--- src/rtl/alu_result_collector.sv ---
// alu_result_collector
//   Collects registered add/sub result words {result[7:0], carry/borrow} into a
//   show-ahead FIFO. Buffered words go to the consumer over a valid/ready
//   handshake. Running statistics are kept on every accepted word.
//
// Ports
//   clock, reset_n        rising-edge clock, asynchronous active-low reset
//   in_valid, in_data     incoming result word, bits [8:1] = result, bit [0] = flag
//   out_valid, out_ready  head handshake; pop = out_valid & out_ready
//   out_data              FIFO head, same packing as in_data (0 while empty)
//   level, full           occupancy 0..DEPTH and level == DEPTH
//   clear_stats           synchronous clear of acc_sum, flag_cnt, overflow
//   acc_sum               wrap-around sum of accepted results
//   flag_cnt              saturating count of accepted words with flag set
//   overflow              sticky: a word was dropped on a full FIFO
module alu_result_collector #(
  parameter int unsigned DEPTH = 4,
  parameter int unsigned SUM_W = 16
) (
  input  logic                         clock,
  input  logic                         reset_n,
  input  logic                         in_valid,
  input  logic [8:0]                   in_data,
  output logic                         out_valid,
  input  logic                         out_ready,
  output logic [8:0]                   out_data,
  output logic [$clog2(DEPTH+1)-1:0]   level,
  output logic                         full,
  input  logic                         clear_stats,
  output logic [SUM_W-1:0]             acc_sum,
  output logic [7:0]                   flag_cnt,
  output logic                         overflow
);

  localparam int unsigned PtrW = $clog2(DEPTH);
  localparam int unsigned LvlW = $clog2(DEPTH + 1);

  localparam logic [PtrW-1:0] PtrOne   = 1;
  localparam logic [LvlW-1:0] LvlOne   = 1;
  localparam logic [LvlW-1:0] LvlFull  = LvlW'(DEPTH);
  localparam logic [7:0]      FlagMax  = 8'hFF;

  logic [8:0]       r_mem [DEPTH];
  logic [PtrW-1:0]  r_wr_ptr, r_rd_ptr;
  logic [LvlW-1:0]  r_level, w_level_d;
  logic [SUM_W-1:0] r_acc_sum, w_acc_sum_d;
  logic [7:0]       r_flag_cnt, w_flag_cnt_d;
  logic             r_overflow, w_overflow_d;

  logic w_empty, w_full, w_pop, w_push, w_drop;

  // Full/empty come from the occupancy count so pointer equality is never ambiguous.
  assign w_empty = (r_level == '0);
  assign w_full  = (r_level == LvlFull);
  assign w_pop   = ~w_empty & out_ready;
  // A full FIFO still accepts a write when the head leaves in the same cycle.
  assign w_push  = in_valid & (~w_full | w_pop);
  assign w_drop  = in_valid & w_full & ~w_pop;

  // Storage needs no reset: reading is qualified by level.
  always_ff @(posedge clock) begin
    if (w_push) begin
      r_mem[r_wr_ptr] <= in_data;
    end
  end

  always_comb begin
    w_level_d = r_level;
    unique case ({w_push, w_pop})
      2'b10:   w_level_d = r_level + LvlOne;
      2'b01:   w_level_d = r_level - LvlOne;
      default: w_level_d = r_level;
    endcase
  end

  // clear_stats wins over any update in the same cycle, including a drop.
  always_comb begin
    w_acc_sum_d  = r_acc_sum;
    w_flag_cnt_d = r_flag_cnt;
    w_overflow_d = r_overflow;
    if (clear_stats) begin
      w_acc_sum_d  = '0;
      w_flag_cnt_d = '0;
      w_overflow_d = 1'b0;
    end else begin
      if (w_push) begin
        w_acc_sum_d = r_acc_sum + SUM_W'(in_data[8:1]);
        if (in_data[0] && (r_flag_cnt != FlagMax)) begin
          w_flag_cnt_d = r_flag_cnt + 8'd1;
        end
      end
      if (w_drop) begin
        w_overflow_d = 1'b1;
      end
    end
  end

  always_ff @(posedge clock or negedge reset_n) begin
    if (!reset_n) begin
      r_wr_ptr   <= '0;
      r_rd_ptr   <= '0;
      r_level    <= '0;
      r_acc_sum  <= '0;
      r_flag_cnt <= '0;
      r_overflow <= 1'b0;
    end else begin
      // Pointers wrap naturally because DEPTH is a power of two.
      if (w_push) r_wr_ptr <= r_wr_ptr + PtrOne;
      if (w_pop)  r_rd_ptr <= r_rd_ptr + PtrOne;
      r_level    <= w_level_d;
      r_acc_sum  <= w_acc_sum_d;
      r_flag_cnt <= w_flag_cnt_d;
      r_overflow <= w_overflow_d;
    end
  end

  assign out_valid = ~w_empty;
  assign out_data  = w_empty ? 9'h000 : r_mem[r_rd_ptr];
  assign level     = r_level;
  assign full      = w_full;
  assign acc_sum   = r_acc_sum;
  assign flag_cnt  = r_flag_cnt;
  assign overflow  = r_overflow;

endmodule

--- config.mk ---
export PLATFORM = sky130hd
export DESIGN_NAME = alu_result_collector
export DESIGN_NICKNAME = d
export VERILOG_FILES = /design/src/rtl/alu_result_collector.sv
export SDC_FILE = /design/constraint.sdc
export NUM_CORES = 1
export LEC_CHECK = 0
export CELL_PAD_IN_SITES_DETAIL_PLACEMENT = 1
export CELL_PAD_IN_SITES_GLOBAL_PLACEMENT = 2
export CORE_UTILIZATION = 39
export DETAILED_ROUTE_END_ITERATION = 10
export PLACE_DENSITY_LB_ADDON = 0.2
export SKIP_LAST_GASP = 1
export SLEW_MARGIN = 20
export SYNTH_ARGS = -nofsm -noshare
export SYNTH_HDL_FRONTEND = slang
export SYNTH_SLANG_ARGS = --single-unit
--- constraint.sdc ---
create_clock -name clock -period 4.55 [get_ports clock]
set_input_delay 0.91 -clock clock [delete_from_list [all_inputs] [get_ports clock]]
set_output_delay 0.91 -clock clock [all_outputs]
set_load 0.005 [all_outputs]
# Word-level counts from Yosys, hierarchy flattened
# Memories as Yosys holds them, arrays and structs flattened.
# Index checks and enable logic that the tools add are counted.
# totals
reg_bits,32
ramBits,36
in_bits,14
word_cells,43
n_memories,1
# classes
add_sub_neg,6
eq_ne,4
mux,11
n_bitwise,8
reduce_logical,7
# mem_list
memory,words,word_bits,rd,rd_ports_with_merged_regs,write_ports,line_no,source
r_mem,4,9,1,0,1,43,logic [8:0] r_mem [DEPTH];
# ops
op,count
16-bit two-way mux,2
8-bit two-way mux,3
16-bit by 8-bit adder with 16-bit output,1
9-bit two-way mux,1
8-bit by 1-bit adder with 8-bit output (second input constant),1
8-bit inequality test (second input constant),1
2-bit nonzero test,4
3-bit one-hot mux with 2 select lines,1
2-bit by 1-bit adder with 2-bit output (second input constant),2
1-bit AND,4
1-bit two-way mux,4
3-bit by 1-bit adder with 3-bit output (second input constant),1
3-bit == test (second input constant),1
3-bit zero test,1
1-bit inverter,3
3-bit by 1-bit subtractor with 3-bit output (second input constant),1
2-bit by 1-bit == test with 1-bit output (second input constant),1
2-bit == test (second input constant),1
2-bit AND reduction,1
1-bit logical AND,1
1-bit OR,1

# Longest topological paths before layout
# logic_depth
word_depth,7
depth_mapped,8
mapped_depth_nobuf,8

# Least setup slack after synthesis
# No wires, ideal clock.
# synth_timing
kind,input -> register
startpoint,input port in_data[1]
endpoint,register r_acc_sum[14] (netlist: acc_sum[14])
t_arrival_ps,2421
required_ps,4418
slack_ps,1997
stages,8
path_buffers,0
path_cell_list,ha_1 inv_1 fa_1 nor2b_1 o31ai_1 a2111oi_1 xnor2_1 nor2_1
# synth_via
elab_chain_cells,3
# synth_rtl
item,line_no,source
from (decl),23,"input logic [8:0] in_data,"
16-bit by 8-bit adder with 16-bit output,87,w_acc_sum_d = r_acc_sum + SUM_W'(in_data[8:1]);
16-bit two-way mux,86,if (w_push) begin
16-bit two-way mux,81,if (clear_stats) begin
to (signal assigned),111,r_acc_sum <= w_acc_sum_d;
to (decl),46,"logic [SUM_W-1:0] r_acc_sum, w_acc_sum_d;"
# No other way between the ends. The select of a mux whose other input is x is not followed.
# A chain may end at the register's enable or synchronous reset.

# Worst setup path in the final report
# layout_timing
startpoint,register r_rd_ptr[0]
endpoint,output port out_data[4]
# layout_via
elab_chain_cells,2
# layout_rtl
item,line_no,source
from (decl),44,"logic [PtrW-1:0] r_wr_ptr, r_rd_ptr;"
from (signal assigned),109,if (w_pop) r_rd_ptr <= r_rd_ptr + PtrOne;
memory read 4 x 9 bit,n/a,
9-bit two-way mux,118,assign out_data = w_empty ? 9'h000 : r_mem[r_rd_ptr];
to (decl),26,"output logic [8:0] out_data,"
# No other way between the ends.

==> out/qor.yml <==
yosys:
  syn_area_per_cell_um2: 12.1
  ys_seq_area_share_pct: 53.8
  synth_cell_types: 55
  syn_inst: 288
  synthesis.nets: 317
  synth_warnings: 0
  synth_edf_count: 36
  ys_ff_latch: 68
  syn_area_mm2: 0.00350
  async_flop_share_pct: 47.1
  synth_flop_cell: "edfxtp_1"
clock_network:
  h-tree-depth: 3
  cts_tree: "built"
  cts.root.buffer_cell: "clkbuf_8"
  hold_buffers: 0
  ctsLongestPathBuffers: 2
  ctsResizeCount: 0
  clk_pin_slew_ps: 80
  clk_latency_ps: 350
  cts-buffers-inserted: 9
  cts_setup_buffers: 0
  cts.sinks: 68
global_routing:
  groute.usage.overall_pct: 18.0
  overflow: 0
  grt_max_degree: 33
  antenna_found_initial: 0
  grt_pass1_wl_um: 13100
  grt_pass1_vias: 2522
worst_setup_path:
  startpoint_type: "flop"
  path_class: "flop to output port"
  arrival_ps: 2310
  cp_slowest_cell: "dfrtp_1"
  rrSetupSlack_ps: 2300
  crit_fanout: 11
  crit_chain: "mux4_2 -> and2_1 -> clkdlybuf4s50_1"
  crit_required_ps: 3640
  crit_start: "r_rd_ptr[0]"
  slowest_delay_ps: 770
  reg2reg_from: "acc_sum[0]"
  end_kind: "output port"
min_path:
  hp-class: "flop to flop"
  min_from: "overflow"
sta:
  worst_clock_skew_ps: 10.6
  period_needed_ps: 3220
  max-slew-margin-rel_pct: 42.2
  fmax_mhz: 310
  setup_viol: 0
  final.setup.tns_ps: 0
  post-route-period-util_pct: 70.8
  drv_slew: 0
  finalHoldViolCount: 0
  rsz0062_at_grt: "no"
  tightest_slew_ps: 864
floorplanning:
  start_util_pct: 40.1
  die_area_mm2: 0.00935
  die_height_um: 96.7
  ios: 53
  num_rows: 34
  die_x_um: 96.7
  coreArea_mm2: 0.00872
pwr:
  p_leak_nw: 1.62
  p_comb_share_pct: 32.7
  p_sw_uw: 664
  powerDensity_mw_per_mm2: 507
  clkPwrFrac_pct: 27.8
  power.total_mw: 2.21
  seqPwrFrac_pct: 39.5
  switching_share_pct: 30.1
  p_int_mw: 1.54
  ir_drop_uv: 214
run:
  drv_cap: 0
cells_and_area:
  final_cell_count_no_fill: 456
  n_antenna_cell: 0
  drive_gt1_share_pct: 10.6
  final_area_mm2: 0.00436
  nFillCells: 905
  nNetsFinal: 372
  areaGrowthSynthToFinish_pct: 24.5
route:
  drc: 0
  drt_first_iter_violations: 63
  via_per_inst: 5.40
  vias: 2463
  routed_wl_um: 8010
  ant_nets: 0
  routedWlPerCell_um: 17.6
  dr.pass1.iters: 4
place:
  place_area_mm2: 0.00411
  port_buffers: 52
  routabilityCongestion: 0.745
  dp.cells: 440
  detailed_place_hpwl_um: 5650
run_status:
  status: "finished, final reports clean"
==> kinds of logic after synthesis <==
group	share of synthesized area, %
AND/OR/NAND/NOR	17.0
adder cells (fa/ha/maj)	5.79
buffers and inverters	2.65
AO/OA/AOI/OAI	9.91
flip-flops	53.8
XOR/XNOR	3.76
multiplexers	7.15
==> worst paths after layout <==
check,to,cells after the start
setup reg to reg,acc_sum[14],8
hold reg to reg,overflow,2
hold / removal,overflow,2
min in group asynchronous,r_wr_ptr[1],2
max in group asynchronous,acc_sum[12],2
setup / recovery,out_data[4],3
==> cells in the mapped netlist (all sizes together) (2+ instances only) <==
cell type,number,area (um2)
a2111oi,2,18.8
a211oi,9,77.6
a21o,2,15.0
a21oi,9,45.0
a311oi,2,17.5
a31oi,4,31.3
and2,11,71.3
and3,8,50.1
buf,6,43.8
clkbuf,4,15.0
dfrtp,32,801
edfxtp,36,1080
fa,2,40.0
ha,13,163
inv,9,33.8
mux2,3,37.5
mux4,9,203
nand2,19,76.3
nand3,7,47.6
nand4,2,12.5
nor2,26,97.6
nor2b,10,62.6
nor3,9,45.0
nor3b,3,22.5
nor4,3,33.8
nor4b,2,17.5
o211ai,4,30.0
o21a,2,15.0
o21ai,11,55.1
or3,3,18.8
xnor2,13,114
xor2,2,17.5
==> sequential cells by signal, summed over array words and instances, names as in the netlist <==
register,cells
r_wr_ptr,2
r_mem,36
r_rd_ptr,2
level,3
acc_sum,16
flag_cnt,8
overflow,1
==> through the flow <==
stage	setup slack, ps	hold slack [ps]	util [%]
6_report	1330	492	49.9
5_1_grt	1150	555	49.9
4_1_cts	1230	502	49.9
3_5_place_dp	1140	482	47.1
3_3_place_gp	1230	474	47.1
2_1_floorplan	2000	486	-
==> critical path: cells and delay by family (launching register included) <==
family,cells,cell delay (ps)
DFF,1,770
muxes,1,600
and+or+nand+nor,1,170
buffers and inverters,1,430
==> placed cells by master (no fill, tap or decap), types with 8 or more instances in the layout <==
cell	instances
and2_1	10
nor2_1	26
nor3_1	9
o21ai_0	9
clkbuf_8	9
a21oi_1	9
nor2b_1	10
edfxtp_1	36
ha_1	13
xnor2_1	13
mux4_2	9
inv_1	9
clkdlybuf4s50_1	52
nand2_1	17
dfrtp_1	32
and3_1	8
==> power by group through the flow <==
| stage | logic (mW) | registers (mW) | clock network, mW |
|---|---|---|---|
| floorplan | 0.463 | 0.826 | 0 |
| global placement | 0.715 | 0.883 | 0 |
| detailed placement | 0.731 | 0.892 | 0 |
| CTS | 0.736 | 0.879 | 0.628 |
| global route | 0.795 | 0.894 | 0.652 |
| finish | 0.722 | 0.872 | 0.614 |
==> final cells by class <==
type | instances | area, um2 | share of cell area (%)
inverters | 9 | 33.8 | 0.776
well taps | 108 | 135 | 3.10
multi-input cells | 201 | 1520 | 35.0
repair buffers | 54 | 536 | 12.3
clock inverters | 7 | 121 | 2.79
flip-flops and latches | 68 | 1880 | 43.2
clock buffers | 9 | 124 | 2.84
==> layer usage <==
metal,track usage (%),routed length (um),up-vias
li1,-,-,1173
met1,26.0,3970,1236
met2,27.2,3740,45
met3,3.68,222,9
met4,6.20,82,0
met5,0,0,-
(Power assumes the default switching activity.)
